[config.mk]
export PLATFORM = sky130hd
export DESIGN_NAME = tmds_encoder_multi_flat
export DESIGN_NICKNAME = d
export VERILOG_FILES = /design/src/rtl/tmds_encoder_multi_if.sv /design/src/rtl/tmds_encoder_multi.sv /design/src/flat_wrapper.sv
export SDC_FILE = /design/constraint.sdc
export NUM_CORES = 1
export LEC_CHECK = 0
export ABC_CLOCK_PERIOD_IN_PS = 2300
export BUFFER_PORTS_ARGS = -buffer_cell sky130_fd_sc_hd__buf_2
export CAP_MARGIN = 20
export CORE_AREA = 2 2 104 106
export CTS_CLUSTER_DIAMETER = 100
export DETAILED_ROUTE_END_ITERATION = 8
export DIE_AREA = 0 0 106 108
export GPL_TIMING_DRIVEN = 1
export PLACE_DENSITY = 0.81
export SLEW_MARGIN = 10
export SYNTH_ARGS = -nofsm -noshare
export SYNTH_HDL_FRONTEND = slang
export SYNTH_SLANG_ARGS = --single-unit
[constraint.sdc]
create_clock -name clk_in -period 2.3 [get_ports clk_in]
set_input_delay 0.115 -clock clk_in [delete_from_list [all_inputs] [get_ports clk_in]]
set_output_delay 0.115 -clock clk_in [all_outputs]
set_load 0.005 [all_outputs]
[src/rtl/tmds_encoder_multi_if.sv]
// Bus bundle between the HDMI pixel pipeline and the multi-lane TMDS encoder.
interface tmds_encoder_multi_if #(
  parameter int unsigned NUM_CH = 3
);
  logic [1:0]          mode_in;
  logic [8*NUM_CH-1:0] data_in;
  logic [2*NUM_CH-1:0] control_in;
  logic [4*NUM_CH-1:0] terc4_in;
  logic [10*NUM_CH-1:0] tmds_out;
  logic [5*NUM_CH-1:0]  disparity_out;

  // Source of pixel/control data
  modport master (
    output mode_in, data_in, control_in, terc4_in,
    input  tmds_out, disparity_out
  );

  // Encoder side
  modport slave (
    input  mode_in, data_in, control_in, terc4_in,
    output tmds_out, disparity_out
  );
endinterface

[src/rtl/tmds_encoder_multi.sv]
// Multi-lane TMDS encoder: control, 8b/10b video, TERC4 and guard-band symbols,
// all lanes in lockstep, with an optional register stage after q_m generation.
module tmds_encoder_multi #(
  parameter int unsigned NUM_CH      = 3,
  parameter int unsigned PIPE_STAGES = 1
) (
  input logic clk_in,
  input logic rst_in,
  tmds_encoder_multi_if.slave bus
);

  localparam int unsigned SYM_W = 10;
  localparam int unsigned CNT_W = 5;
  localparam int unsigned QM_W  = 9;

  typedef enum logic [1:0] {
    MODE_CTRL  = 2'b00,
    MODE_VIDEO = 2'b01,
    MODE_TERC4 = 2'b10,
    MODE_GUARD = 2'b11
  } mode_e;

  typedef logic signed [CNT_W-1:0] cnt_t;

  generate
    if (PIPE_STAGES != 1 && PIPE_STAGES != 2) begin : g_bad_pipe
      $error("tmds_encoder_multi: PIPE_STAGES must be 1 or 2");
    end
  endgenerate

  // Transition-minimising stage: XOR or XNOR chain, q_m[8] records which one
  function automatic logic [QM_W-1:0] gen_qm(input logic [7:0] d);
    logic [3:0]      n1;
    logic            use_xnor;
    logic [QM_W-1:0] q;
    n1       = 4'($countones(d));
    use_xnor = (n1 > 4'd4) || ((n1 == 4'd4) && !d[0]);
    q        = '0;
    q[0]     = d[0];
    for (int b = 1; b < 8; b++) begin
      q[b] = use_xnor ? ~(q[b-1] ^ d[b]) : (q[b-1] ^ d[b]);
    end
    q[8] = ~use_xnor;
    return q;
  endfunction

  // DC-balancing stage; sign-bit match stands in for (cnt>0,N1>N0)/(cnt<0,N0>N1)
  function automatic void video_enc(
    input  logic [QM_W-1:0] qm,
    input  cnt_t            cnt,
    output logic [SYM_W-1:0] sym,
    output cnt_t            cnt_nxt
  );
    cnt_t n1;
    cnt_t diff;
    n1   = cnt_t'($countones(qm[7:0]));
    diff = n1 + n1 - cnt_t'(8);
    if (cnt == cnt_t'(0) || diff == cnt_t'(0)) begin
      sym     = {~qm[8], qm[8], (qm[8] ? qm[7:0] : ~qm[7:0])};
      cnt_nxt = qm[8] ? (cnt + diff) : (cnt - diff);
    end else if (cnt[CNT_W-1] == diff[CNT_W-1]) begin
      sym     = {1'b1, qm[8], ~qm[7:0]};
      cnt_nxt = cnt + (qm[8] ? cnt_t'(2) : cnt_t'(0)) - diff;
    end else begin
      sym     = {1'b0, qm[8], qm[7:0]};
      cnt_nxt = cnt + diff - (qm[8] ? cnt_t'(0) : cnt_t'(2));
    end
  endfunction

  function automatic logic [SYM_W-1:0] ctrl_sym(input logic [1:0] c);
    logic [SYM_W-1:0] s;
    unique case (c)
      2'b00:   s = 10'b1101010100;
      2'b01:   s = 10'b0010101011;
      2'b10:   s = 10'b0101010100;
      default: s = 10'b1010101011;
    endcase
    return s;
  endfunction

  function automatic logic [SYM_W-1:0] terc4_sym(input logic [3:0] t);
    logic [SYM_W-1:0] s;
    unique case (t)
      4'd0:    s = 10'b1010011100;
      4'd1:    s = 10'b1001100011;
      4'd2:    s = 10'b1011100100;
      4'd3:    s = 10'b1011100010;
      4'd4:    s = 10'b0101110001;
      4'd5:    s = 10'b0100011110;
      4'd6:    s = 10'b0110001110;
      4'd7:    s = 10'b0100111100;
      4'd8:    s = 10'b1011001100;
      4'd9:    s = 10'b0100111001;
      4'd10:   s = 10'b0110011100;
      4'd11:   s = 10'b1011000110;
      4'd12:   s = 10'b1010001110;
      4'd13:   s = 10'b1001110001;
      4'd14:   s = 10'b0101100011;
      default: s = 10'b1011000011;
    endcase
    return s;
  endfunction

  logic [QM_W*NUM_CH-1:0]  qm_c;
  logic [QM_W*NUM_CH-1:0]  p_qm;
  mode_e                   p_mode;
  logic [2*NUM_CH-1:0]     p_ctrl;
  logic [4*NUM_CH-1:0]     p_terc4;
  logic [SYM_W*NUM_CH-1:0] tmds_c;
  logic [CNT_W*NUM_CH-1:0] cnt_nxt_c;
  logic [SYM_W*NUM_CH-1:0] tmds_q;
  logic [CNT_W*NUM_CH-1:0] cnt_q;

  // q_m for every lane straight from the input bytes
  always_comb begin
    qm_c = '0;
    for (int i = 0; i < int'(NUM_CH); i++) begin
      qm_c[i*QM_W +: QM_W] = gen_qm(bus.data_in[i*8 +: 8]);
    end
  end

  generate
    if (PIPE_STAGES == 2) begin : g_pipe2
      // Mid stage: q_m and the side-band controls move together to keep lanes aligned
      always_ff @(posedge clk_in or posedge rst_in) begin
        if (rst_in) begin
          p_qm    <= '0;
          p_mode  <= MODE_CTRL;
          p_ctrl  <= '0;
          p_terc4 <= '0;
        end else begin
          p_qm    <= qm_c;
          p_mode  <= mode_e'(bus.mode_in);
          p_ctrl  <= bus.control_in;
          p_terc4 <= bus.terc4_in;
        end
      end
    end else begin : g_pipe1
      // Single-stage: the final stage sees the inputs directly
      always_comb begin
        p_qm    = qm_c;
        p_mode  = mode_e'(bus.mode_in);
        p_ctrl  = bus.control_in;
        p_terc4 = bus.terc4_in;
      end
    end
  endgenerate

  // Final symbol selection and per-lane disparity update
  always_comb begin
    logic [SYM_W-1:0] sym;
    cnt_t             cnt_l;
    cnt_t             cnt_n;
    tmds_c    = '0;
    cnt_nxt_c = '0;
    for (int i = 0; i < int'(NUM_CH); i++) begin
      sym   = '0;
      cnt_n = '0;
      cnt_l = cnt_t'(cnt_q[i*CNT_W +: CNT_W]);
      unique case (p_mode)
        MODE_VIDEO: video_enc(p_qm[i*QM_W +: QM_W], cnt_l, sym, cnt_n);
        MODE_CTRL:  sym = ctrl_sym(p_ctrl[i*2 +: 2]);
        MODE_TERC4: sym = terc4_sym(p_terc4[i*4 +: 4]);
        default:    sym = ((i % 3) == 1) ? 10'b0100110011 : 10'b1011001100;
      endcase
      tmds_c[i*SYM_W +: SYM_W]    = sym;
      cnt_nxt_c[i*CNT_W +: CNT_W] = cnt_n;
    end
  end

  // Output symbol and running-disparity registers
  always_ff @(posedge clk_in or posedge rst_in) begin
    if (rst_in) begin
      tmds_q <= '0;
      cnt_q  <= '0;
    end else begin
      tmds_q <= tmds_c;
      cnt_q  <= cnt_nxt_c;
    end
  end

  assign bus.tmds_out      = tmds_q;
  assign bus.disparity_out = cnt_q;

endmodule

[src/flat_wrapper.sv]
// flat-port wrapper written by rule: the top's interface ports become plain ports
module tmds_encoder_multi_flat 
#(
  parameter int unsigned NUM_CH      = 3,
  parameter int unsigned PIPE_STAGES = 1
)
  (clk_in, rst_in, bus_mode_in, bus_data_in, bus_control_in, bus_terc4_in, bus_tmds_out, bus_disparity_out);
  tmds_encoder_multi_if #(.NUM_CH(NUM_CH)) bus_i ();
  input logic clk_in;
  input logic rst_in;
  input wire logic [$bits(bus_i.mode_in)-1:0] bus_mode_in;
  input wire logic [$bits(bus_i.data_in)-1:0] bus_data_in;
  input wire logic [$bits(bus_i.control_in)-1:0] bus_control_in;
  input wire logic [$bits(bus_i.terc4_in)-1:0] bus_terc4_in;
  output wire logic [$bits(bus_i.tmds_out)-1:0] bus_tmds_out;
  output wire logic [$bits(bus_i.disparity_out)-1:0] bus_disparity_out;
  assign bus_i.mode_in = bus_mode_in;
  assign bus_i.data_in = bus_data_in;
  assign bus_i.control_in = bus_control_in;
  assign bus_i.terc4_in = bus_terc4_in;
  assign bus_tmds_out = bus_i.tmds_out;
  assign bus_disparity_out = bus_i.disparity_out;
  tmds_encoder_multi #(.NUM_CH(NUM_CH), .PIPE_STAGES(PIPE_STAGES)) u_core (.clk_in(clk_in), .rst_in(rst_in), .bus(bus_i));
endmodule
### Word-level counts from Yosys, hierarchy flattened

Memory sizes are Yosys's and may differ from the RTL's.
Index checks and enable logic that the tools add are counted.

| word-level totals | value |
|---|---|
| flip-flop bits (word level) | 45 |
| latch bits | 0 |
| bits in writable memories | 0 |
| memory bits (read-only) | 480 |
| input bits | 46 |
| output and inout bits | 45 |
| logic and storage cells | 209 |
| memories kept | 3 |

| operators by class | value |
|---|---|
| add/subtract/negate cells | 63 |
| multipliers | 0 |
| div/mod/pow operators | 0 |
| $lt $le $gt $ge | 3 |
| eq/ne operators | 14 |
| shift-type cells | 0 |
| muxes and demuxes | 54 |
| bitwise logic cells | 48 |
| reductions and logical operators | 22 |

Memory list:

| memory | depth | width | rd ports | clocked after Yosys merged registers in | wr ports | RTL line | source |
|---|---|---|---|---|---|---|---|
| (no name shown) | 16 | 10 | 1 | 0 | 0 | tmds_encoder_multi.sv:83 | `unique case (t)` |
| (no name shown) | 16 | 10 | 1 | 0 | 0 | tmds_encoder_multi.sv:83 |  |
| (no name shown) | 16 | 10 | 1 | 0 | 0 | tmds_encoder_multi.sv:83 |  |

Operator list:

| operator | number |
|---|---|
| one-hot mux 10 bit (3 select lines) | 6 |
| adder 5 bit | 18 |
| 2-to-1 mux 10 bit | 6 |
| 2-to-1 mux 5 bit | 12 |
| adder 1 x 1 -> 2 bit | 24 |
| subtractor 5 bit | 9 |
| adder 4 bit | 9 |
| zero test 5 bit | 6 |
| 2-to-1 mux 8 bit | 3 |
| NOT 1 bit | 24 |
| NOT 8 bit | 3 |
| 2-to-1 mux 1 bit | 21 |
| bitwise XOR 1 bit | 21 |
| subtractor 5 bit (second input constant) | 3 |
| == test 4 x 3 -> 1 bit (second input constant) | 3 |
| > comparator 4 x 3 -> 1 bit (second input constant) | 3 |
| 2-to-1 mux 2 bit | 6 |
| == test 2 x 1 -> 1 bit (second input constant) | 4 |
| == test 2 bit (second input constant) | 4 |
| zero test 2 bit | 4 |
| logical OR 1 bit | 6 |
| == test 1 bit | 3 |
| logical AND 1 bit | 3 |
| zero test 1 bit | 3 |

### Depth between registers and ports, before layout

| logic depth | value |
|---|---|
| word-level depth | 35 |
| depth in mapped cells | 27 |
| gate-level depth less buffers | 26 |

### Worst setup path before layout

Ideal clock, no wire load.

| timing path | value |
|---|---|
| path type | input-to-reg |
| start | input bus_data_in[14] |
| end | register u_core.tmds_q[17] (netlist: u_core.bus.tmds_out[17]) |
| library setup time | 0.147 ns |
| data arrival time | 6.178 ns |
| required time | 2.153 ns |
| slack | -4.025 ns |
| stages on the path | 22 |
| path buffers | 1 |
| path through | ha_1 -> fa_1 -> fa_1 -> ha_1 -> inv_1 -> fa_1 -> o21ai_1 -> buf_2 -> xor2_1 -> nor2_1 -> fa_1 -> inv_1 -> fa_1 -> inv_1 -> ha_1 -> fa_1 -> inv_1 -> o41ai_2 -> mux2i_2 -> xnor2_1 -> xor2_1 -> o211ai_1 |

| between the ends | value |
|---|---|
| longest elaborated chain between the ends | 34 |
| elaborated cells on any way between the ends | 43 |
| those cells by class | add/sub: 12; order compare: 1; eq/ne: 2; mux: 11; bitwise: 13; reduce/logical: 4 |

RTL lines:

| element | RTL line | source |
|---|---|---|
| start: declaration | flat_wrapper.sv:12 | `input wire logic [$bits(bus_i.data_in)-1:0] bus_data_in;` |
| parallel branches: the longest is 32 deep, another holds adder 4 bit | n/a |  |
| 2-to-1 mux 10 bit * | tmds_encoder_multi.sv:58 | `if (cnt == cnt_t'(0) \|\| diff == cnt_t'(0)) begin` |
| one-hot mux 10 bit (3 select lines) * | tmds_encoder_multi.sv:160 | `unique case (p_mode)` |
| named net u_core.tmds_c[17] | tmds_encoder_multi.sv:109 | `logic [SYM_W*NUM_CH-1:0] tmds_c;` |
| end signal: assignment | tmds_encoder_multi.sv:177 | `tmds_q <= tmds_c;` |
| end: declaration | tmds_encoder_multi.sv:111 | `logic [SYM_W*NUM_CH-1:0] tmds_q;` |

Mark *: on every way through the listed nets, which the timed path passes.

### Final worst setup path

| timing path | value |
|---|---|
| start | input bus_data_in[14] |
| end | register u_core.tmds_q[12] (netlist: u_core.bus.tmds_out[12]) |

Same word-level chain as after synthesis.

==> summary.txt <==
Synth
  – Count of different cell masters after synthesis: 56
  – Biggest area consumer among synthesized cells: ha_1
  – Post-synth EDFFs: 0
  – Top cells by area, synth: ha_1 20%, dfrtp_1 18%, fa_1 11%, xnor2_1 8.6%, inv_1 4.8%
  – Post-synthesis register bit count: 42
  – Share of the synthesized area in the top cell type: 20.3%
  – Mapped Cells: slightly below 700
  – Sequential fraction of the synthesis area: 17.7%
  – Yosys warns: 0
  – Mapped Area: 0.00593 mm^2
  – Main synth FF type: dfrtp_1
  – FFs w/ async S/R, synth: 100%
  – Mean post-synth cell area: 8.81 um^2

Worst setup path
  – Worst-path fanout max: 5
  – Crit path kind: in -> reg
  – Reg-to-Reg End: u_core.bus.tmds_out[7]$_DFF_PP0_
  – R2R Setup Slk: -0.06 ns
  – Worst reg2reg path startpoint: u_core.bus.disparity_out[4]$_DFF_PP0_
  – Crit start category: input port
  – Endpoint class of the critical path: flip-flop
  – CP Data Arrival Time: approximately 6 ns
  – Critical Path RT: 2.49 ns
  – R2R depth: 7

Hold path
  – Hold path start: bus_mode_in[1]
  – Hold WC Path Type: in -> reg
  – WHS Path Cells: 3
  – Worst Hold Endpoint: u_core.bus.tmds_out[11]$_DFF_PP0_

CTS
  – Clock Tree Buf Depth: 2
  – CTS tree: done
  – Root buffer selected by CTS: clkbuf_8
  – Clock Pin Slew Worst Setup and Hold Paths: 0.09 ns
  – Inserted Clock Buffers: 5
  – Clock Sinks: between 40 and 50
  – H-tree Lvls: 2
  – Latest clock arrival within the worst-skew pair: 0.30 ns

Placement
  – I/O Buffers: 87
  – GPL Wtd Cong: 0.977
  – Cells after DPL: 982
  – Post-DP HPWL: 12500 um

STA
  – Final hold vios: 0
  – RSZ-0062 raised after global routing: true
  – Count of final setup violators: 42
  – Final number of max-transition violations: 0
  – Period utilisation layout: 254%
  – FMAX: between 150 and 200 MHz
  – Final worst slack: -3.55 ns
  – Clock Skew: 0.00651 ns
  – Final min period: approximately 6 ns
  – Max_slew headroom: 38.9%
  – Slew @ Worst Pin: 0.907 ns

Layout
  – Area grow syn2layout: 48.6%
  – Layout Cells excl Fill: 1022
  – Ratio of cells with drive above 1 in the final layout: between 40% and 50%
  – Final nets: 1060
  – Util after Layout: 86.1%
  – Antenna diode count: 0
  – Fill cells: 470

Die
  – Num ports: 91
  – Cell row count: 37
  – Area of the core: just over 0.01 mm^2
  – Die ar.: 0.0114 mm^2
  – Die W: 106 um
  – Starting Density: 57.9%
  – Die H: 108 um

Global route
  – Vias in the first global route: 6080
  – First-pass GRT wire length: ~28000 um
  – Initial antenna violation count: 0
  – Total global-route track usage: a little under a third
  – Gr ovfl total: 0
  – Largest net degree at the start of global routing: 43

Status
  – Outcome: finished with violations
  – Failing checks: negative setup slack

Drt
  – Routed wire per std cell: 20.9 um
  – DRC errors left: 0
  – DRT Pass-1 Iters: 6
  – Vias per std cell: 6.08
  – Total wire length: 21400 um
  – DRC marker count from the first detailed-route iteration: 568
  – Post-route ant nets: 0
  – DR vias: 6213

Flow run
  – Maxcap violations: 0
-- cell usage in the layout (no fill, tap or decap), types with 9 or more instances in the layout --
| cell | synthesis | layout |
|---|---|---|
| fa_2 | 0 | 9 |
| ha_4 | 0 | 16 |
| nand2b_1 | 16 | 15 |
| xor2_1 | 32 | 17 |
| o21ai_0 | 31 | 29 |
| o211ai_1 | 14 | 14 |
| xnor2_2 | 2 | 21 |
| nand2_1 | 36 | 33 |
| buf_6 | 0 | 34 |
| inv_1 | 76 | 58 |
| xor2_2 | 0 | 9 |
| buf_2 | 3 | 72 |
| fa_1 | 33 | 24 |
| buf_4 | 3 | 114 |
| xnor2_1 | 58 | 31 |
| nor2b_1 | 9 | 9 |
| a21oi_1 | 45 | 35 |
| ha_1 | 96 | 76 |
| nor2_1 | 51 | 46 |
| inv_2 | 1 | 17 |
| dfrtp_1 | 42 | 42 |
| a21oi_2 | 0 | 10 |
-- area by class of cell --
class                   instances  area [um^2]  share of cell area [%]
multi-input cells             528         5420                    61.6
repair buffers                230         1750                    19.9
flip-flops and latches         42         1050                    11.9
inverters                      78          300                    3.41
well taps                     136          170                    1.93
clock buffers                   5         68.8                   0.781
clock inverters                 3         40.0                   0.455
-- worst max path at each step --
| stage | startpoint | slack (ns) | end | cells past startpoint |
|---|---|---|---|---|
| floorplan | bus_data_in[18] | -3.53 | u_core.bus.tmds_out[25]$_DFF_PP0_ | 22 |
| global placement | bus_data_in[18] | -3.70 | u_core.bus.tmds_out[25]$_DFF_PP0_ | 22 |
| detailed placement | bus_data_in[18] | -3.85 | u_core.bus.tmds_out[25]$_DFF_PP0_ | 22 |
| CTS | bus_data_in[2] | -3.35 | u_core.bus.tmds_out[5]$_DFF_PP0_ | 24 |
| global route | bus_data_in[12] | -3.61 | u_core.bus.tmds_out[12]$_DFF_PP0_ | 26 |
| finish | bus_data_in[14] | -3.55 | u_core.bus.tmds_out[12]$_DFF_PP0_ | 23 |
-- synthesized netlist by cell type, types with 3 or more instances --
master	instances
nor2_1	51
nor3b_1	4
fa_1	33
a31oi_1	7
and2_1	3
clkbuf_1	20
mux2i_1	4
o32ai_1	3
buf_2	3
o221ai_1	10
o211ai_1	14
xnor2_1	58
o21ai_0	31
nor3_1	8
nand2b_1	16
nand3b_1	3
o22ai_1	8
buf_4	3
a21oi_1	45
inv_1	76
xor2_1	32
o311a_1	3
a211oi_1	13
nor2b_1	9
dfrtp_1	42
a21o_1	6
ha_1	96
nand2_1	36
o21bai_1	3
-- worst max-delay path, cell delays in order --
cell      delay [ns]
buf_2           0.13
ha_4            0.16
fa_1            0.45
fa_1            0.50
ha_2            0.17
inv_2           0.04
fa_1            0.50
o21ai_4         0.30
xor2_1          0.24
nor2_1          0.10
fa_1            0.56
inv_2           0.05
fa_1            0.51
inv_2           0.07
ha_4            0.17
fa_2            0.57
inv_2           0.06
o41ai_4         0.26
mux2i_2         0.34
buf_4           0.20
xor2_1          0.17
a21boi_1        0.09
a21oi_1         0.25
-- cells by family after synthesis --
| group | Yosys count | synth area share [%] |
|---|---|---|
| AO/OA/AOI/OAI | 161 | 17.9 |
| AND/OR/NAND/NOR | 136 | 10.8 |
| adder cells (fa/ha/maj) | 129 | 31.4 |
| buffers and inverters | 105 | 6.90 |
| XOR/XNOR | 92 | 13.8 |
| flip-flops | 42 | 17.7 |
| multiplexers | 7 | 1.33 |
| other | 1 | 0.0633 |
-- sequential cells by signal, summed over array words and instances (netlist names) --
name	count
u_core.bus.tmds_out	30
u_core.bus.disparity_out	12
-- metal layers --
| metal | global-route usage (%) | up-vias | routed length [um] |
|---|---|---|---|
| met5 | 0 | - | 0 |
| met4 | 13.3 | 0 | 1440 |
| met3 | 4.46 | 123 | 1700 |
| met2 | 56.0 | 443 | 10700 |
| met1 | 35.1 | 2961 | 7560 |
| li1 | - | 2686 | - |
-- through the flow --
step	TNS (ns)	area (um^2)	setup slack [ns]	hold slack [ns]
after floorplan	-125.97	6330	-3.53	0.325
after global placement	-135.79	7630	-3.70	0.272
after detailed placement	-141.05	7630	-3.85	0.275
after CTS	-123.42	8310	-3.35	0.153
after global routing	-134.85	8810	-3.61	0.190
final	-129.82	8810	-3.55	0.166
-- repair_timing --
item / in CTS / in global routing
hold endpoints to repair: 42 / 0
setup endpoints to repair: 42 / 42
gates resized for setup: 85 / 78
buffers inserted: 22 / 19
pin swaps: 41 / 44
hold buffers: 1 / 0
Power is left out: the tool's default activity adds up to more than one toggle a clock period on the data nets, which glitch-free logic cannot reach.
